**src/rtl/apb2axil_pkg.sv**
```systemverilog
// Shared definitions for the APB to AXI4-Lite bridge.
//   state_t        : bridge FSM states
//   RESP_*         : AXI response encodings
//   resp_is_error  : maps an AXI response onto the APB pslverr flag
package apb2axil_pkg;

    typedef enum logic [2:0] {
        IDLE,
        WREQ,
        WRSP,
        RREQ,
        RRSP,
        DONE
    } state_t;

    localparam logic [1:0] RESP_OKAY   = 2'b00;
    localparam logic [1:0] RESP_EXOKAY = 2'b01;
    localparam logic [1:0] RESP_SLVERR = 2'b10;
    localparam logic [1:0] RESP_DECERR = 2'b11;

    function automatic logic resp_is_error(input logic [1:0] resp);
        case (resp)
            RESP_OKAY, RESP_EXOKAY:   return 1'b0;
            RESP_SLVERR, RESP_DECERR: return 1'b1;
            default:                  return 1'b1;
        endcase
    endfunction

endpackage

```
**src/rtl/apb2axil_bridge.sv**
```systemverilog
// APB completer to AXI4-Lite manager bridge.
// One APB access at a time becomes one AXI4-Lite write (AW+W+B) or read
// (AR+R); pready is held low until the AXI response has come back.
//
// Ports:
//   clk, rst                 clock, synchronous active-low reset
//   psel/penable/pwrite      APB control
//   paddr/pwdata/pprot       APB address, write data, protection
//   pstrb                    APB write strobes (APB2AXIL_PSTRB_EN only)
//   pready/prdata/pslverr    APB completion, read data, error
//   aw*, w*, b*              AXI4-Lite write channels
//   ar*, r*                  AXI4-Lite read channels
//
// Build option: APB2AXIL_PSTRB_EN adds the pstrb port and forwards it to
// wstrb; without it every write uses all byte lanes.
module apb2axil_bridge
    import apb2axil_pkg::*;
#(
    parameter int dataWidth = 32,
    parameter int addrWidth = 32
) (
    input  logic                   clk,
    input  logic                   rst,
    input  logic                   psel,
    input  logic                   penable,
    input  logic                   pwrite,
    input  logic [addrWidth-1:0]   paddr,
    input  logic [dataWidth-1:0]   pwdata,
    input  logic [2:0]             pprot,
`ifdef APB2AXIL_PSTRB_EN
    input  logic [dataWidth/8-1:0] pstrb,
`endif
    output logic                   pready,
    output logic [dataWidth-1:0]   prdata,
    output logic                   pslverr,
    output logic [addrWidth-1:0]   awaddr,
    output logic [2:0]             awprot,
    output logic                   awvalid,
    input  logic                   awready,
    output logic [dataWidth-1:0]   wdata,
    output logic [dataWidth/8-1:0] wstrb,
    output logic                   wvalid,
    input  logic                   wready,
    input  logic [1:0]             bresp,
    input  logic                   bvalid,
    output logic                   bready,
    output logic [addrWidth-1:0]   araddr,
    output logic [2:0]             arprot,
    output logic                   arvalid,
    input  logic                   arready,
    input  logic [dataWidth-1:0]   rdata,
    input  logic [1:0]             rresp,
    input  logic                   rvalid,
    output logic                   rready
);

    state_t               state;
    logic [addrWidth-1:0] addr_q;
    logic [dataWidth-1:0] data_q;
    logic [2:0]           prot_q;
    logic                 aw_done;
    logic                 w_done;
    logic                 accept;
    logic                 aw_acc;
    logic                 w_acc;

    // pready is still high in the first IDLE cycle while the master is
    // finishing the transfer, so that cycle must not start a new access.
    always_comb begin
        accept = (state == IDLE) && psel && penable && !pready;
        aw_acc = aw_done || (awvalid && awready);
        w_acc  = w_done  || (wvalid  && wready);
    end

    always_ff @(posedge clk) begin
        if (accept) begin
            addr_q <= paddr;
            data_q <= pwdata;
            prot_q <= pprot;
        end
    end

`ifdef APB2AXIL_PSTRB_EN
    logic [dataWidth/8-1:0] strb_q;

    always_ff @(posedge clk) begin
        if (accept) begin
            strb_q <= pstrb;
        end
    end

    assign wstrb = strb_q;
`else
    assign wstrb = '1;
`endif

    assign awaddr = addr_q;
    assign araddr = addr_q;
    assign wdata  = data_q;
    assign awprot = prot_q;
    assign arprot = prot_q;

    always_ff @(posedge clk) begin
        if (!rst) begin
            state   <= IDLE;
            awvalid <= 1'b0;
            wvalid  <= 1'b0;
            bready  <= 1'b0;
            arvalid <= 1'b0;
            rready  <= 1'b0;
            pready  <= 1'b0;
            pslverr <= 1'b0;
            prdata  <= '0;
            aw_done <= 1'b0;
            w_done  <= 1'b0;
        end else begin
            case (state)
                IDLE: begin
                    pready  <= 1'b0;
                    pslverr <= 1'b0;
                    if (accept) begin
                        aw_done <= 1'b0;
                        w_done  <= 1'b0;
                        if (pwrite) begin
                            prdata  <= '0;
                            awvalid <= 1'b1;
                            wvalid  <= 1'b1;
                            state   <= WREQ;
                        end else begin
                            arvalid <= 1'b1;
                            state   <= RREQ;
                        end
                    end
                end
                WREQ: begin
                    // AW and W are accepted independently, in either order.
                    if (awready) awvalid <= 1'b0;
                    if (wready)  wvalid  <= 1'b0;
                    aw_done <= aw_acc;
                    w_done  <= w_acc;
                    if (aw_acc && w_acc) begin
                        bready <= 1'b1;
                        state  <= WRSP;
                    end
                end
                WRSP: begin
                    if (bvalid) begin
                        pslverr <= resp_is_error(bresp);
                        bready  <= 1'b0;
                        state   <= DONE;
                    end
                end
                RREQ: begin
                    if (arready) begin
                        arvalid <= 1'b0;
                        rready  <= 1'b1;
                        state   <= RRSP;
                    end
                end
                RRSP: begin
                    if (rvalid) begin
                        prdata  <= rdata;
                        pslverr <= resp_is_error(rresp);
                        rready  <= 1'b0;
                        state   <= DONE;
                    end
                end
                DONE: begin
                    pready <= 1'b1;
                    state  <= IDLE;
                end
                default: state <= IDLE;
            endcase
        end
    end

endmodule

```
**config.mk**
```make
export PLATFORM = sky130hd
export DESIGN_NAME = apb2axil_bridge
export DESIGN_NICKNAME = d
export VERILOG_FILES = /design/src/rtl/apb2axil_pkg.sv /design/src/rtl/apb2axil_bridge.sv
export SDC_FILE = /design/constraint.sdc
export NUM_CORES = 1
export LEC_CHECK = 0
export CAP_MARGIN = 20
export CORE_ASPECT_RATIO = 1.75
export CORE_UTILIZATION = 36
export DETAILED_ROUTE_END_ITERATION = 8
export PLACE_DENSITY = 0.82
export SYNTH_ARGS = -nofsm -noshare
export SYNTH_HDL_FRONTEND = slang
export SYNTH_SLANG_ARGS = --single-unit
```
**constraint.sdc**
```tcl
create_clock -name clk -period 3.43 [get_ports clk]
set_clock_uncertainty 0.15 [all_clocks]
set_input_delay 0.686 -clock clk [delete_from_list [all_inputs] [get_ports clk]]
set_output_delay 0.686 -clock clk [all_outputs]
set_load 0.03 [all_outputs]
```
==> results.ini <==
[detailed_routing]
drt_iter0_markers = 122
ant_nets = 0
vias_per_cell = 4.76
dr.pass1.iters = 4
drc = 0
vias = 2893
wl_um = 10300
wl_per_cell_um = 17.0

[setup_path]
cp-endpoint = wdata[13]$_DFFE_PP_
worstSetupStartpoint = penable
r2r-end = wdata[13]$_DFFE_PP_
r2r_setup_slack_ps = 1460
crit_arrival_ps = 2190
crit_type = in2reg
r2r_start = state[2]$_SDFFE_PN0P_
start_kind = input port
critPathCaptureType = register
required_ps = 3290
reg2reg_depth = 3
path_max_fanout = 23

[global_route]
grt_max_degree = 45
grt.total_usage = 0.181
grt_pass1_wl_um = 15000
antenna_found_initial = 0
grt_overflow = 0
grt_pass1_vias = 2780

[synth]
synth.area.top_cells = edfxtp_1 51%, dfxtp_1 22%, buf_4 7.4%, a22o_1 7.1%, buf_6 1.1%
synth_top_cell_area_share = 0.511
synth_seq_cells = 111
ys_seq_area_frac = 0.735
synth_area_per_cell_um2 = 15.6
postSynthCellCount = 252
synth_cell_types = 38
yosysTopAreaCell = edfxtp_1
syn_area_um2 = 3940
synth_warnings = 0

[placement]
gp_congestion = 0.784
io_buffers = 251
dp_hpwl_um = 7970

[die]
core_um2 = 10600
rows = 50
start_util = 0.370
die_area_um2 = 11400
boundaryPins = 258
die_h_um = 140
die_w_um = 81.0

[sta]
hold_viol_final = 0
final_period_minus_worst_setup_slack_ps = 2330
slew_violations = 0
final.period_utilization = 0.678
rsz0062_at_grt = false
worstMarginPinSlew_ps = 517
report.final.setup_viol = 0
slew_headroom = 0.655
max_freq_mhz = 430
setup_tns_ps = 0

[power_and_ir_drop]
power_leakage_nw = 2.38
ir_drop_uv = 257
power_density_nw_per_um2 = 526
total_power_mw = 3.48

[clock_network]
cts_hold_buf = 0
tritoncts = done
cts_setup_buffers = 0
root_buffer = clkbuf_16
cts_resized = 0
h-tree-depth = 3
clkSlewWorstSetupHoldPaths_ps = 70
worstSkewPairLatency_ps = 340
clkSinkCount = 111
clockBufferDepth = 2
cts_buffers = 9

[layout]
nets = 586
syn2layout_area_growth_pct = 68.0
n_antenna_cell = 0
drive_above_1_share = 0.0607

[status]
status = finished clean

[min_path]
min_path_type = reg2reg

[run]
drv_cap = 0

==> critical path, stage by stage <==
cell	delay [ps]
clkdlybuf4s50_1	500
nand3b_4	110
or4_4	480
inv_2	110
buf_4	300
==> flip-flops by register name, indices dropped and copies added, names as in the netlist, 3 cells and up <==
name    cells
araddr     32
arprot      3
prdata     32
state       3
wdata      32
==> worst min-delay path by stage <==
stage / startpoint / to / cells after the start
2_1_floorplan: aw_done$_SDFFE_PN0P_ / aw_done$_SDFFE_PN0P_ / 2
3_5_place_dp: prdata[4]$_SDFFE_PN0P_ / prdata[4]$_SDFFE_PN0P_ / 1
6_report: prdata[4]$_SDFFE_PN0P_ / prdata[4]$_SDFFE_PN0P_ / 1
4_1_cts: prdata[9]$_SDFFE_PN0P_ / prdata[9]$_SDFFE_PN0P_ / 1
3_3_place_gp: prdata[24]$_SDFFE_PN0P_ / prdata[24]$_SDFFE_PN0P_ / 1
5_1_grt: prdata[0]$_SDFFE_PN0P_ / prdata[0]$_SDFFE_PN0P_ / 1
==> Yosys cell counts, drive strengths merged <==
cell type,count
clkbuf,1
nor2b,1
o211a,2
edfxtp,67
a31oi,1
o31ai,2
and2,1
or4,1
a311oi,1
inv,5
mux2i,2
or3,1
o2bb2ai,1
a22o,32
conb,1
buf,47
a211oi,1
nor3b,2
nand4b,1
nor2,10
nor4,1
a21oi,7
dfxtp,44
o211ai,1
a32oi,2
nand2,6
nand3,2
nand3b,3
a22oi,2
o21ai,4
==> per-layer routing <==
| metal | share of wire | track usage |
|---|---|---|
| met5 | 0 | 0 |
| met4 | 0.018 | 0.0602 |
| met3 | 0.10 | 0.0541 |
| met2 | 0.53 | 0.320 |
| met1 | 0.34 | 0.201 |
==> cells by family (layout without fill, tap and decap cells) <==
family                 Yosys count  after routing  synth area share
AOI/OAI and AO/OA               56             56             0.114
and+or+nand+nor                 29             29            0.0477
buffers and inverters           53            276            0.0967
muxes                            2              2           0.00509
DFF                            111            111             0.735
other                            1              4          0.000953
==> power breakdown <==
group | total, mW | internal, mW | switching, mW | leakage [nW]
clock | 1.05 | 0.589 | 0.465 | 0.154
sequential | 1.61 | 1.54 | 0.0681 | 0.977
combinational | 0.814 | 0.365 | 0.449 | 1.25
total | 3.48 | 2.49 | 0.983 | 2.38
==> through the flow <==
stage          instances  hold WS (ps)  worst slack (ps)  utilization  cell area, um2
3_3_place_gp         592           306               765        0.593            6300
6_report             608           325              1100        0.622            6610
5_1_grt              608           340              1050        0.622            6610
4_1_cts              608           329              1100        0.622            6610
2_1_floorplan        255           305               319            -            3950
3_5_place_dp         592           306               734        0.593            6300
==> cells in the final DEF, fill, tap and decap left out, types with 3 or more instances in the layout <==
| cell type | instances |
|---|---|
| buf_4 | 3 |
| nand2_1 | 6 |
| a22o_1 | 32 |
| conb_1 | 4 |
| nor2_1 | 9 |
| dfxtp_1 | 44 |
| o21ai_0 | 3 |
| clkbuf_16 | 11 |
| clkdlybuf4s50_1 | 251 |
| edfxtp_1 | 67 |
| a21oi_1 | 6 |
| inv_2 | 3 |
| inv_6 | 3 |
==> cell type report <==
| class | count | area (um2) |
|---|---|---|
| Clock inverter | 4 | 31.3 |
| Inverter | 5 | 18.8 |
| Sequential cell | 111 | 2890 |
| Fill cell | 847 | 4020 |
| Clock buffer | 12 | 279 |
| Multi-Input combinational cell | 91 | 673 |
| Timing Repair Buffer | 255 | 2550 |
| Tap cell | 130 | 163 |
Power figures use the tool's default switching activity.
==> RTL change: new RTL, same settings <==
The parameter `addrWidth` goes from 32 to 24.
--- a/src/rtl/apb2axil_bridge.sv
+++ b/src/rtl/apb2axil_bridge.sv
@@ -17,7 +17,7 @@
     import apb2axil_pkg::*;
 #(
     parameter int dataWidth = 32,
-    parameter int addrWidth = 32
+    parameter int addrWidth = 24
 ) (
     input  logic                   clk,
     input  logic                   rst,
Ports: changed (resized araddr, awaddr and paddr); port bits go from 258 to 234. No check against the original RTL was run, so the function may have changed too.
==> RTL change against the original RTL <==
Combinational power grew 20%; synthesized area is the same; routed wire length down 0.44%; largest power group unchanged; cell area fell by 3.4%; sequential cell count down 8; worst setup slack worse by 0.15 ns; power is 0.21% lower; cell count increased by 5.6%.
==> RTL change: results (changes against the original RTL) <==
Drt
  – Vias/cell: 4.72 (-0.81%)
  – DRT Pass-1 Iters: 4 (unchanged)
  – Final WL: 10300 um (-0.44%)
  – Initial DRC Count: 66 (-46%)

Pwr
  – Sequential power: 1530 uW (-5%)
  – Peak VDD IR: 0.000281 V (+9.0%)
  – Switch share: 30.6% (+2.3 points)
  – Lkg Pwr: 0.00222 uW (-6.7%)
  – Combinational power: 975 uW (+20%)

Clock network
  – Post-CTS Setup Inserts: 0 (unchanged)
  – CTS Buf Count: 9 (unchanged)
  – Clk root buf: clkbuf_16
  – H-tree depth: 3 (unchanged)
  – Clk Latency, worst-skew pair: between 0.3 and 0.4 ns
  – Clk buf depth: 2 (unchanged)
  – Post_cts resized: 0 (unchanged)

Global route
  – First-pass GRT wire length: 15300 um (+2.2%)
  – Global Route Usage Sum: 18.3% (+0.16 points)
  – Vias in the first global route: 2984 (+7.3%)
  – Largest net degree at the start of global routing: 49 (+8.9%)
  – Initial antenna violation count: 0 (unchanged)

Layout
  – NumNets Final: 612 (+4.4%)
  – Fraction of area in multi-input gates: 14.7% (+4.5 points)
  – Multi-In Gates: 158 (+74%)
  – Share of layout cells above drive strength 1: 4.69% (-1.4 points)
  – Fill count: 857 (+1.2%)
  – Sequential cell area share: 41.5% (-2.2 points)
  – # diodes: 0 (unchanged)
  – Invs w/o clock: 4 (-1)
  – Seq_cells: 103 (-7.2%)
  – Layout clock buffers: 10 (-2)
  – Buffers excl. clock: 231 (-9.4%)
  – Clk tree area frac: 4.56% (-0.13 points)
  – Non-filler cells, final: 642 (+5.6%)
  – Buffering overhead: 36.4% (-2.2 points)

Setup path
  – Critical Path Max Stage Delay: 0.52 ns (+0.02 ns)
  – CP Max Fanout: 48 (+110%)
  – CP top delay family: buffers and inverters
  – Critical Path AT: 2.34 ns (+0.15 ns)

Yosys
  – Post-synth EDFFs: 59 (-12%)
  – Synth cell types: 38 (unchanged)
  – Register area share after synthesis: 67.4% (-6.1 points)
  – Top post-synthesis cells by area: edfxtp_1 45%, dfxtp_1 22%, mux2i_1 8.4%, nand2_1 7.0%, buf_4 5.9%
  – Synth cell count leaders: 73 x nand2_1, 59 x edfxtp_1, 44 x dfxtp_1, 33 x mux2i_1, 31 x buf_4
  – Ys Warns: 0 (unchanged)
  – Fraction of registers with async set/reset: 0% (unchanged)
  – Post-Synthesis Cells: 307 (+22%)

Outcome
  – Status: finished, final reports clean

Placement
  – IO buf count: 227 (-9.6%)
  – DP Cell Count: 626 (+5.7%)
  – Detailed placement HPWL: 7880 um (-1.1%)
  – Final weighted congestion in routability-driven placement: 0.774 (-1.3%)

Timing
  – Final setup fails: 0 (unchanged)
[RTL change: cell count changes after synthesis, moves of 4 or more]
cell	delta
a22o_1	-32
buf_4	-8
buf_6	-4
clkbuf_1	+6
edfxtp_1	-8
mux2i_1	+31
nand2_1	+67
[RTL change: metal layers]
metal	vias to the layer above	global-route usage [%]	wire length (um)
met5	-	0	0
li1	1426	-	-
met4	0	6.86	186
met2	175	31.0	5360
met1	1416	19.6	3500
met3	13	7.88	1220
[RTL change: worst paths after layout]
kind	slack [ns]	cells past startpoint	start	endpoint
worst min-delay path	0.31	2	prdata[19]	prdata[19]
worst max register to register	1.19	4	state[1]	wdata[20]
worst max-delay path	0.95	5	penable	wdata[20]
worst min register to register	0.31	2	prdata[19]	prdata[19]
[RTL change: stage by stage]
step | hold slack [ns] | cell area [um^2] | setup WS (ns) | util [%] | power, uW
3_3_place_gp | 0.291 | 6100 | 0.663 | 57.3 | 2520
6_report | 0.307 | 6390 | 0.952 | 60.1 | 3470
5_1_grt | 0.332 | 6390 | 0.881 | 60.1 | 3620
4_1_cts | 0.313 | 6390 | 0.978 | 60.1 | 3520
3_5_place_dp | 0.297 | 6100 | 0.609 | 57.3 | 2540
2_1_floorplan | 0.305 | 3950 | 1.01 | - | 2150
[RTL change: logic make-up (layout without fill, tap and decap cells)]
kind of cell    Yosys count  count (layout)  synth area share, %
mux                      33              33                 8.39
flops                   103             103                 67.4
compound gates           25              25                 4.39
other cells               1               4               0.0953
simple gates             96              96                 10.7
buf+inv                  49             251                 9.00
[RTL change: worst min-delay path, cell delays in order, from the launching register on]
cell	delay, ns
dfxtp_1	0.31
nand2_1	0.05
mux2i_1	0.05
